$ cat src/rtl/multiply_pipeline_pkg.sv
// Shared definitions for multiply_pipeline: parameter defaults, the stage record
// and the product narrowing function (shift, then extend, truncate or clamp).
package multiply_pkg;

    localparam int unsigned ARGW_DEFAULT   = 16;
    localparam int unsigned STAGES_DEFAULT = 2;
    // Working width for narrowing; products up to 126 bits are supported.
    localparam int unsigned FIT_W          = 128;

    typedef struct packed {
        logic             valid;
        logic [FIT_W-1:0] data;
    } stage_t;

    // product must already be sign/zero-extended to FIT_W by the caller.
    function automatic logic [FIT_W-1:0] fit(input logic [FIT_W-1:0] product,
                                             input int unsigned     frac,
                                             input int unsigned     resw,
                                             input logic            is_signed,
                                             input logic            sat);
        logic signed [FIT_W-1:0] s;
        logic signed [FIT_W-1:0] hi;
        logic signed [FIT_W-1:0] lo;
        logic        [FIT_W-1:0] one;
        one = FIT_W'(1);
        hi  = '0;
        lo  = '0;
        if (is_signed) s = $signed(product) >>> frac;
        else           s = $signed(product >> frac);
        if (sat && (resw < FIT_W - 1)) begin
            if (is_signed) begin
                hi = $signed((one << (resw - 1)) - one);
                lo = ~hi;
                if (s > hi)      s = hi;
                else if (s < lo) s = lo;
            end else begin
                hi = $signed((one << resw) - one);
                if (s > hi) s = hi;
            end
        end
        return s;
    endfunction

endpackage

$ cat src/rtl/multiply_pipeline_if.sv
// Operand and result channels of multiply_pipeline; master drives operands,
// slave is the multiplier.
interface multiply_pipeline_if
    import multiply_pkg::*;
#(
    parameter int unsigned ARGW = ARGW_DEFAULT,
    parameter int unsigned RESW = 2 * ARGW
);
    logic [1:0]           arg_valid;
    logic [1:0][ARGW-1:0] arg_data;
    logic [1:0]           arg_ready;
    logic                 res_valid;
    logic [RESW-1:0]      res_data;
    logic                 res_ready;

    modport master (
        output arg_valid, arg_data, res_ready,
        input  arg_ready, res_valid, res_data
    );

    modport slave (
        input  arg_valid, arg_data, res_ready,
        output arg_ready, res_valid, res_data
    );
endinterface

$ cat src/rtl/multiply_pipeline_pipe_stage.sv
// One valid/ready register slice; accepts a new entry whenever it is empty or
// its current entry drains this cycle, so bubbles collapse.
module pipe_stage #(
    parameter int unsigned W = 32
) (
    input  logic         clk,
    input  logic         rst,
    input  logic         feed_valid,
    input  logic [W-1:0] feed_data,
    output logic         feed_ready_c,
    output logic         drain_valid,
    output logic [W-1:0] drain_data,
    input  logic         drain_ready
);
    assign feed_ready_c = !drain_valid || drain_ready;

    always_ff @(posedge clk) begin
        if (rst) begin
            drain_valid <= 1'b0;
            drain_data  <= '0;
        end else if (feed_ready_c) begin
            drain_valid <= feed_valid;
            if (feed_valid) drain_data <= feed_data;
        end
    end
endmodule

$ cat src/rtl/multiply_pipeline.sv
// Streaming two-operand multiplier with per-channel operand holds, STAGES-deep
// pipeline and fixed-point narrowing. Define MULTIPLY_PIPELINE_SATURATE_EN to clamp on overflow.
module multiply_pipeline
    import multiply_pkg::*;
#(
    parameter int unsigned ARGW   = ARGW_DEFAULT,
    parameter int unsigned RESW   = 2 * ARGW,
    parameter int unsigned FRAC   = 0,
    parameter int unsigned STAGES = STAGES_DEFAULT,
    parameter int unsigned SIGNED = 1
) (
    input logic               clk,
    input logic               rst,
    multiply_pipeline_if.slave bus
);
    localparam int unsigned PW = 2 * ARGW;
`ifdef MULTIPLY_PIPELINE_SATURATE_EN
    localparam logic SAT_EN = 1'b1;
`else
    localparam logic SAT_EN = 1'b0;
`endif

    logic [1:0][ARGW-1:0]   hold;
    logic [1:0]             held;
    logic [1:0]             capture_c;
    logic                   issue_c;
    logic [PW-1:0]          op_a;
    logic [PW-1:0]          op_b;
    logic [FIT_W-1:0]       fit_in;
    logic [STAGES:0]        stg_valid;
    logic [STAGES:0][PW-1:0] stg_data;
    logic [STAGES:0]        stg_ready;

    // A pair leaves the holds only when both are full and stage 0 can take it.
    assign issue_c       = held[0] && held[1] && stg_ready[0];
    assign bus.arg_ready = ~held | {2{issue_c}};
    assign capture_c     = bus.arg_valid & bus.arg_ready;

    always_ff @(posedge clk) begin
        if (rst) begin
            held <= '0;
            hold <= '0;
        end else begin
            for (int i = 0; i < 2; i++) begin
                if (capture_c[i]) begin
                    hold[i] <= bus.arg_data[i];
                    held[i] <= 1'b1;
                end else if (issue_c) begin
                    held[i] <= 1'b0;
                end
            end
        end
    end

    // Extend operands to product width so the low PW bits of the multiply are exact.
    if (SIGNED != 0) begin : g_sext
        assign op_a = {{ARGW{hold[0][ARGW-1]}}, hold[0]};
        assign op_b = {{ARGW{hold[1][ARGW-1]}}, hold[1]};
    end else begin : g_zext
        assign op_a = {{ARGW{1'b0}}, hold[0]};
        assign op_b = {{ARGW{1'b0}}, hold[1]};
    end

    assign stg_valid[0] = issue_c;
    assign stg_data[0]  = op_a * op_b;

    for (genvar k = 0; k < STAGES; k++) begin : g_stage
        pipe_stage #(.W(PW)) u_stage (
            .clk          (clk),
            .rst          (rst),
            .feed_valid   (stg_valid[k]),
            .feed_data    (stg_data[k]),
            .feed_ready_c (stg_ready[k]),
            .drain_valid  (stg_valid[k+1]),
            .drain_data   (stg_data[k+1]),
            .drain_ready  (stg_ready[k+1])
        );
    end

    assign stg_ready[STAGES] = bus.res_ready;
    assign bus.res_valid     = stg_valid[STAGES];

    // Narrowing sits after the last register: stable while stalled, no extra latency.
    if (SIGNED != 0) begin : g_fit_s
        assign fit_in = FIT_W'($signed(stg_data[STAGES]));
    end else begin : g_fit_u
        assign fit_in = FIT_W'(stg_data[STAGES]);
    end

    assign bus.res_data = RESW'(fit(fit_in, FRAC, RESW, SIGNED != 0, SAT_EN));
endmodule
$ cat src/flat_wrapper.sv
// flat-port wrapper written by rule: the top's interface ports become plain ports
module multiply_pipeline_flat import multiply_pkg::*;
#(
    parameter int unsigned ARGW   = ARGW_DEFAULT,
    parameter int unsigned RESW   = 2 * ARGW,
    parameter int unsigned FRAC   = 0,
    parameter int unsigned STAGES = STAGES_DEFAULT,
    parameter int unsigned SIGNED = 1
)
  (clk, rst, bus_arg_valid, bus_arg_data, bus_res_ready, bus_arg_ready, bus_res_valid, bus_res_data);
  multiply_pipeline_if #(.ARGW(ARGW), .RESW(RESW)) bus_i ();
  input logic clk;
  input logic rst;
  input wire logic [$bits(bus_i.arg_valid)-1:0] bus_arg_valid;
  input wire logic [$bits(bus_i.arg_data)-1:0] bus_arg_data;
  input wire logic [$bits(bus_i.res_ready)-1:0] bus_res_ready;
  output wire logic [$bits(bus_i.arg_ready)-1:0] bus_arg_ready;
  output wire logic [$bits(bus_i.res_valid)-1:0] bus_res_valid;
  output wire logic [$bits(bus_i.res_data)-1:0] bus_res_data;
  assign bus_i.arg_valid = bus_arg_valid;
  assign bus_i.arg_data = bus_arg_data;
  assign bus_i.res_ready = bus_res_ready;
  assign bus_arg_ready = bus_i.arg_ready;
  assign bus_res_valid = bus_i.res_valid;
  assign bus_res_data = bus_i.res_data;
  multiply_pipeline #(.ARGW(ARGW), .RESW(RESW), .FRAC(FRAC), .STAGES(STAGES), .SIGNED(SIGNED)) u_core (.clk(clk), .rst(rst), .bus(bus_i));
endmodule
$ cat config.mk
export PLATFORM = sky130hd
export DESIGN_NAME = multiply_pipeline_flat
export DESIGN_NICKNAME = d
export VERILOG_FILES = /design/src/rtl/multiply_pipeline_pkg.sv /design/src/rtl/multiply_pipeline_if.sv /design/src/rtl/multiply_pipeline_pipe_stage.sv /design/src/rtl/multiply_pipeline.sv /design/src/flat_wrapper.sv
export SDC_FILE = /design/constraint.sdc
export NUM_CORES = 1
export LEC_CHECK = 0
export CAP_MARGIN = 5
export CORE_MARGIN = 10
export CORE_UTILIZATION = 57
export CTS_CLUSTER_SIZE = 40
export DETAILED_ROUTE_END_ITERATION = 8
export HOLD_SLACK_MARGIN = 0.08
export PLACE_DENSITY = 0.76
export SLEW_MARGIN = 20
export SYNTH_ARGS = -nofsm -noshare
export SYNTH_HDL_FRONTEND = slang
export SYNTH_SLANG_ARGS = --single-unit
$ cat constraint.sdc
create_clock -name clk -period 7.1 [get_ports clk]
set_input_delay 1.065 -clock clk [delete_from_list [all_inputs] [get_ports clk]]
set_output_delay 1.065 -clock clk [all_outputs]
set_load 0.02 [all_outputs]
# --- Word level (Yosys, flattened, before mapping) ---
# Index checks and enable logic that the tools add are counted.
classes:
  mul: 1
  muxes: 3
  n_reduce_logical: 10
  n_bitwise: 3
ops:
  columns: ["operator", "count"]
  rows:
  - ["$mul 16x16->32", 1]
  - ["$reduce_and 2->1", 2]
  - ["$reduce_bool 2->1", 2]
  - ["$mux 1", 3]
  - ["$and 2x2->2", 1]
  - ["$logic_and 1x1->1", 2]
  - ["$logic_not 1->1", 2]
  - ["$logic_or 1x1->1", 2]
  - ["$not 2->2", 1]
  - ["$or 2x2->2", 1]
totals:
  out_inout_bits: 35
  word_cells: 25
  register_bits: 100

# --- Longest topological paths before layout ---
# Gate-level depths: netlist (run 1).
logic_depth:
  depth_word: 7
  depth_mapped: 23

# --- Cells and area by module ---
# Synthesis (run 1) repeated with hierarchy kept, for this count alone.
unflattened:
  hier_cells: 1528
  area_unflattened_um2: 13820.8
modules_own_cells:
  columns: ["mod", "cells_each", "area_each_um2", "n_inst"]
  rows:
  - ["multiply_pipeline", 1228, 10933.0, 1]
  - ["pipe_stage", 150, 1443.9, 2]

# --- Least setup slack after synthesis (run 1) ---
# Ideal clock, no wire load.
synth_path:
  path_kind: "register -> register"
  start: "register u_core.hold[23] (netlist name)"
  end: "register u_core.g_stage[0].u_stage.drain_data[28]"
  n_path_buf: 2
  arrival_time_ns: 5.903
  synth_period_minus_slack_ns: 5.965
  required_time_ns: 7.038
  slack_ns: 1.135
  setup_ns: 0.062
  stages_incl_launch_ff: 24
  path_cell_list: "dfxtp_1 -> clkbuf_1 -> clkbuf_1 -> nand2_1 -> fa_1 -> inv_1 -> fa_1 -> inv_1 -> fa_1 -> inv_1 -> fa_1 -> fa_1 -> inv_1 -> fa_1 -> inv_1 -> ha_1 -> and4_1 -> nand3_1 -> or2_1 -> o221ai_2 -> o31a_1 -> o22ai_1 -> or4_1 -> nand3_1"
synth_between:
  elab_chain_cells: 1
synth_lines:
  columns: ["item", "line", "text"]
  rows:
  - ["from (decl)", "multiply_pipeline.sv:23", "logic [1:0][ARGW-1:0] hold;"]
  - ["from (signal, indexed assignment)", "multiply_pipeline.sv:46", "hold[i] <= bus.arg_data[i];"]
  - ["$mul 16x16->32", "multiply_pipeline.sv:65", "assign stg_data[0] = op_a * op_b;"]
  - ["to (signal assigned)", "multiply_pipeline_pipe_stage.sv:23", "if (feed_valid) drain_data <= feed_data;"]
  - ["to (decl)", "multiply_pipeline_pipe_stage.sv:12", "output logic [W-1:0] drain_data,"]
# Every way passes these cells.
# A chain may end at the register's enable or synchronous reset.

# --- Final worst setup path (run 1) ---
# Ends and elaborated chain as after synthesis.

==> results of run 1 <==
## registers in the layout, indices dropped and copies added, names as in the netlist
signal                              cells
u_core.hold                            32
u_core.held                             2
u_core.g_stage.u_stage.drain_data      64
u_core.g_stage.u_stage.drain_valid      2
## cell usage in the layout (no fill, tap or decap), drive strengths merged, types with 22 or more instances in the layout
| cell | Yosys | final |
|---|---|---|
| nand2 | 297 | 297 |
| inv | 291 | 294 |
| fa | 262 | 262 |
| and2 | 124 | 124 |
| a21oi | 106 | 106 |
| dfxtp | 100 | 100 |
| ha | 82 | 82 |
| clkdlybuf4s50 | 0 | 70 |
| nor2 | 37 | 37 |
| xnor2 | 22 | 22 |
## cell type report
| cell class | count | area [sq um] | share of cell area [%] |
|---|---|---|---|
| clock inverters | 7 | 67.6 | 0.464 |
| repair buffers | 88 | 836 | 5.74 |
| inverters | 291 | 1090 | 7.50 |
| flip-flops and latches | 100 | 2000 | 13.7 |
| well taps | 313 | 392 | 2.69 |
| multi-input cells | 1063 | 9960 | 68.3 |
| clock buffers | 9 | 225 | 1.55 |
## per-stage QoR
step	power [mW]	instance area, sq um	cells
after global routing	1.81	14600	1871
after global placement	1.20	14300	1855
final	1.71	14600	1871
after CTS	1.72	14600	1871
after detailed placement	1.21	14300	1855
after floorplan	1.02	13300	1521
## kinds of logic (layout without fill, tap and decap cells)
family,count (synthesis),count (layout),synth area share [%]
XOR/XNOR,27,27,1.78
flip-flops,100,100,15.1
adder cells (fa/ha/maj),344,344,47.2
multiplexers,3,3,0.226
buffers and inverters,358,395,10.1
AND/OR/NAND/NOR,504,504,17.3
AO/OA/AOI/OAI,185,185,8.33
## cells in the mapped netlist, types with 6 or more instances
master    count
xnor2_1      22
nor3_1        6
clkbuf_1     63
nor2_1       37
o21a_1        6
nand2_1     297
inv_1       291
dfxtp_1     100
a211oi_1     13
and2_1      124
o21ai_0      18
ha_1         82
nand3_1      14
a21o_1       13
fa_1        262
nand2b_1      9
a21oi_1     106
## worst max-delay path, cell delays in order (launching register included)
cell,delay (ns)
dfxtp_1,0.85
nand2_1,0.18
fa_1,0.57
inv_1,0.05
fa_1,0.49
inv_1,0.05
fa_1,0.53
inv_1,0.06
fa_1,0.44
fa_1,0.49
inv_1,0.05
fa_1,0.47
inv_1,0.04
ha_1,0.37
and4_1,0.26
nand3_1,0.10
or2_1,0.26
o221ai_2,0.35
o31a_1,0.24
o22ai_1,0.10
or4_1,0.41
nand3_1,0.08
## how the worst max path moves through the flow
stage	depth (start not counted)	start	endpoint
detailed placement	21	u_core.hold[23]$_SDFFE_PP0P_	u_core.g_stage[0].u_stage.drain_data[28]$_SDFFE_PP0P_
finish	21	u_core.hold[23]$_SDFFE_PP0P_	u_core.g_stage[0].u_stage.drain_data[28]$_SDFFE_PP0P_
CTS	21	u_core.hold[23]$_SDFFE_PP0P_	u_core.g_stage[0].u_stage.drain_data[28]$_SDFFE_PP0P_
global route	21	u_core.hold[23]$_SDFFE_PP0P_	u_core.g_stage[0].u_stage.drain_data[28]$_SDFFE_PP0P_
global placement	21	u_core.hold[23]$_SDFFE_PP0P_	u_core.g_stage[0].u_stage.drain_data[28]$_SDFFE_PP0P_
floorplan	23	u_core.hold[23]$_SDFFE_PP0P_	u_core.g_stage[0].u_stage.drain_data[28]$_SDFFE_PP0P_
## power groups by stage
stage	sequential (mW)	clock (mW)	combinational (mW)
CTS	0.637	0.514	0.564
global route	0.642	0.533	0.635
global placement	0.649	0	0.549
finish	0.639	0.509	0.559
floorplan	0.608	0	0.413
detailed placement	0.650	0	0.557
## layer usage
| metal | vias up | global-route usage, % | routed length (um) |
|---|---|---|---|
| met5 | - | 0 | 0 |
| met4 | 0 | 10.6 | 1630 |
| met3 | 83 | 1.96 | 1670 |
| met2 | 343 | 40.9 | 17300 |
| met1 | 5115 | 28.8 | 13200 |
| li1 | 4650 | - | - |
==> results.ini, run 1 <==
[sta]
clock-skew-final_ns=0.0200
fin_setup_tns_ns=0
hold_violations=0
worst_pin_slew_ns=1.09
setup_viol=0
post-route-min-period_ns=6.50
slew_headroom_pct=27.5
setup_ws_ns=0.596
clock.fmax_ghz=0.154
rsz0062_at_grt=no
finalMaxSlewViolations=0
period_share_pct=91.6
whs_ns=0.447

[synth]
synthTopCellsByArea=fa_1 39%, dfxtp_1 15%, nand2_1 8.4%, inv_1 8.2%, ha_1 7.7%
yosys_warnings=0
synth_ff_type=dfxtp_1
yosysUniqueCellTypes=47
yosysSeqAreaShare_pct=15.1
netlist_instances=1521
syn_nets=1902
syn_area_sq_um=13300
synth.largest_area_cell=fa_1
synth_edf_count=0
synth-async-reset-ratio_pct=0
ys_seq_elements=100
synth_area_per_cell_sq_um=8.74
yosys.area.top_type_share_pct=39.5

[critical_path]
worstPathRequired_ns=7.41
r2r-start=u_core.hold[23]$_SDFFE_PP0P_
crit_path_max_fanout=17
rr_endpoint=u_core.g_stage[0].u_stage.drain_data[28]$_SDFFE_PP0P_
start_kind=flip-flop
r2r_cells=21
reg2reg_slack_ns=0.60
cp.arrival_ns=6.81
critical_path_class=flip-flop to flip-flop
cp-end-kind=flip-flop

[global_route]
grt.total_usage_pct=23.3
grt_pass1_vias=10800
grt_max_degree=100
overflow=0
grt_pass1_wl_um=56500
antenna_found_initial=0

[die]
die_h_um=173
die_area_sq_um=29800
die_w_um=173
start_util_pct=58.4
num_rows=55
fp.coreArea_sq_um=22800
ios=72

[pwr]
powerDensity_nw_per_um2=117
ir_drop_v=0.000121
power.internal_mw=1.06
seq_power_share_pct=37.4
power_frac_comb_pct=32.7
p_leak_nw=7.06
power_switching_uw=652
switching_share_pct=38.2
clkPwrFrac_pct=29.8

[clocking]
clock_sinks=100
cts-buffers-inserted=9
cts_resized=0
root_buffer=clkbuf_16
path_clk_slew_ns=0.09
cts_tree=built
clk_latency_ns=0.37
h-tree-depth=3
post_cts.repair.setup_buffers=0
cts_hold_buf=0
cts_buffer_depth=2

[run]
max_cap_violations=0

[cells_and_area]
utilization_pct=64.0
antenna_cells=0
fin_nets=1934
layout-drive-gt1-share_pct=2.76
syn2layout_area_growth_pct=9.61
fill_cells=1891

[routing]
via_count=10200
avgViaCountPerCell=5.45
remaining_drc_errors=0
routed_wl_um=33800
post_drt_wl_per_cell_um=18.1
first_pass_iters=5
drt_iter0_markers=787
antenna_left=0

[hold_path]
min_path_cells=2
min_to=u_core.g_stage[1].u_stage.drain_data[23]$_SDFFE_PP0P_
hp-class=flip-flop to flip-flop
min_from=u_core.g_stage[0].u_stage.drain_data[23]$_SDFFE_PP0P_

[placement]
dpl_worst_slack_ns=0.671
port_buffers=71
dp_hpwl_um=26700
place_congestion=0.927

[outcome]
status=finished, final reports clean

Power figures use the tool's default switching activity.
==> run 2: changes to the inputs <==
--- a/config.mk
+++ b/config.mk
@@ -12,7 +12,7 @@
 export DETAILED_ROUTE_END_ITERATION = 8
 export HOLD_SLACK_MARGIN = 0.08
 export PLACE_DENSITY = 0.76
-export SLEW_MARGIN = 20
+export SLEW_MARGIN = 10
 export SYNTH_ARGS = -nofsm -noshare
 export SYNTH_HDL_FRONTEND = slang
 export SYNTH_SLANG_ARGS = --single-unit
==> run 2 against run 1 <==
Clock power grew 9.4%; sequential cell count is the same; final cell count grew 0.11%; fmax is essentially flat; sequential power is essentially flat; routed wire length grew 0.70%; global-route usage is essentially flat.
==> results.ini, run 2 (synthesis gave the netlist of run 1 again) <==
[die]
start_util_pct=58.4  ; unchanged
num_rows=55  ; unchanged
die_h_um=173  ; unchanged
fp.coreArea_sq_um=22800  ; unchanged
die_w_um=173  ; unchanged
die_area_sq_um=29800  ; unchanged
ios=72  ; unchanged

[critical_path]
reg2reg_slack_ns=0.59  ; about the same
slowest_stage=dfxtp_1
cpLargestDelayFamily=adder cells
worstPathRequired_ns=7.41  ; about the same
worst-path-buf-inv=5  ; unchanged
critical_path_class=flip-flop to flip-flop
start_kind=flip-flop
cpMostUsedCell=fa_1
crit_chain=nand2_1, fa_1, inv_1, fa_1, inv_1, fa_1, inv_1, fa_1, fa_1, inv_1, fa_1, inv_1, ha_1, and4_1, nand3_1, or2_1, o221ai_2, o31a_1, o22ai_1, or4_1, nand3_1
crit_path_max_fanout=17  ; unchanged
crit_path_max_incr_delay_ns=0.85  ; about the same
cp-end-kind=flip-flop
cp.arrival_ns=6.81  ; about the same

[routing]
avgViaCountPerCell=5.47  ; +0.33%
remaining_drc_errors=0  ; unchanged
antenna_left=0  ; unchanged
drt_iter0_markers=744  ; -5.5%
first_pass_iters=6  ; +1
routed_wl_um=34000  ; +0.70%
via_count=10200  ; +0.44%
post_drt_wl_per_cell_um=18.2  ; +0.59%

[pwr]
power_switching_uw=661  ; +1.3%
seq_power_share_pct=36.4  ; -1.0 points
powerDensity_nw_per_um2=120  ; +2.7%
power_frac_comb_pct=31.9  ; -0.8 points
power.internal_mw=1.10  ; +3.9%
p_leak_nw=7.08  ; +0.22%
switching_share_pct=37.6  ; -0.58 points
totalPowerFinal_mw=1.76  ; +2.9%
ir_drop_v=0.000109  ; -9.2%
clkPwrFrac_pct=31.7  ; +1.9 points

[global_route]
grt.total_usage_pct=23.3  ; about the same
antenna_found_initial=2  ; +2
overflow=0  ; unchanged
grt_use_met3_pct=2.18  ; +0.22 points
grt-busiest-layer=met2
grt_use_met2_pct=40.9  ; +0.048 points
grt_max_degree=100  ; unchanged
grt_pass1_wl_um=56300  ; -0.33%
grt_pass1_vias=10800  ; -0.11%
grtUsageMet1_pct=28.1  ; -0.63 points

[clocking]
cts-buffers-inserted=9  ; unchanged
post_cts.repair.setup_buffers=0  ; unchanged
cts_buffer_depth=2  ; unchanged
path_clk_slew_ns=0.09  ; about the same
cts_hold_buf=0  ; unchanged
clk_latency_ns=0.36  ; about the same
root_buffer=clkbuf_16
clock_sinks=100  ; unchanged
cts_resized=0  ; unchanged
cts_tree=built
h-tree-depth=3  ; unchanged

[sta]
period_share_pct=91.6  ; about the same
clock-skew-final_ns=0.0124  ; -0.00757 ns
clock.fmax_ghz=0.154  ; about the same
finalMaxSlewViolations=0  ; unchanged
setup_viol=0  ; unchanged
fin_setup_tns_ns=0  ; unchanged
rsz0062_at_grt=no
worst_pin_slew_ns=1.12  ; +0.0365 ns
slew_headroom_pct=25.0  ; -2.4 points
hold_violations=0  ; unchanged
post-route-min-period_ns=6.51  ; +0.00212 ns

[cells_and_area]
syn2layout_area_growth_pct=9.89
final_common_cell=nand2_1
largest_register_ffs=64  ; unchanged
fin_nets=1934  ; unchanged
largestRegisters=u_core.g_stage.u_stage.drain_data x64, u_core.hold x32
layout_common_cells=297 x nand2_1, 291 x inv_1, 262 x fa_1
largest_register=u_core.g_stage.u_stage.drain_data
layout-drive-gt1-share_pct=2.76  ; unchanged

[outcome]
status=finished, final reports clean

[run]
max_cap_violations=0  ; unchanged

[placement]
place_congestion=0.927  ; unchanged
port_buffers=71  ; unchanged
dp_hpwl_um=26700  ; +0.14%

[hold_path]
hp-class=flip-flop to flip-flop

## run 2: power by group through the flow
stage	logic, mW	registers, mW	clock network [mW]
global route	0.636	0.642	0.583
detailed placement	0.557	0.650	0
finish	0.561	0.640	0.557
floorplan	0.413	0.608	0
CTS	0.564	0.637	0.566
global placement	0.549	0.649	0
## run 2: layout make-up
type / count / area [sq um]
Multi-Input combinational cell: 1063 / 9960
Antenna cell: 2 / 5.00
Sequential cell: 100 / 2000
Clock inverter: 7 / 100
Tap cell: 313 / 392
Fill cell: 1905 / 8170
Timing Repair Buffer: 88 / 836
Clock buffer: 9 / 225
Inverter: 291 / 1090
## run 2: path summary, 6_finish.rpt
path / start / endpoint / cells after the start
setup / recovery: u_core.hold[23]$_SDFFE_PP0P_ / u_core.g_stage[0].u_stage.drain_data[28]$_SDFFE_PP0P_ / 21
hold / removal: u_core.g_stage[0].u_stage.drain_data[2]$_SDFFE_PP0P_ / u_core.g_stage[1].u_stage.drain_data[2]$_SDFFE_PP0P_ / 2
setup reg to reg: u_core.hold[23]$_SDFFE_PP0P_ / u_core.g_stage[0].u_stage.drain_data[28]$_SDFFE_PP0P_ / 21
hold reg to reg: u_core.g_stage[0].u_stage.drain_data[2]$_SDFFE_PP0P_ / u_core.g_stage[1].u_stage.drain_data[2]$_SDFFE_PP0P_ / 2
## run 2: layer usage
metal / up-vias / routed length (um) / part of all wire [%]
met5: - / 0 / 0
met2: 346 / 17300 / 51
met3: 88 / 1820 / 5.3
li1: 4656 / - / -
met4: 0 / 1710 / 5.0
met1: 5146 / 13200 / 39
## run 2: stage by stage
| step | hold WS, ns | utilization (%) | instances | cell area, sq um | setup slack [ns] |
|---|---|---|---|---|---|
| after floorplan | 0.432 | - | 1521 | 13300 | 1.13 |
| after global placement | 0.443 | 62.7 | 1855 | 14300 | 0.744 |
| after detailed placement | 0.445 | 62.7 | 1855 | 14300 | 0.657 |
| after CTS | 0.454 | 64.1 | 1871 | 14600 | 0.632 |
| after global routing | 0.475 | 64.1 | 1873 | 14600 | 0.278 |
| final | 0.450 | 64.1 | 1873 | 14600 | 0.594 |
## run 2: tightest hold or removal path, cell delays in order, from the launching register on
cell	delay, ns
dfxtp_1	0.31
nand2_1	0.05
a21oi_1	0.05
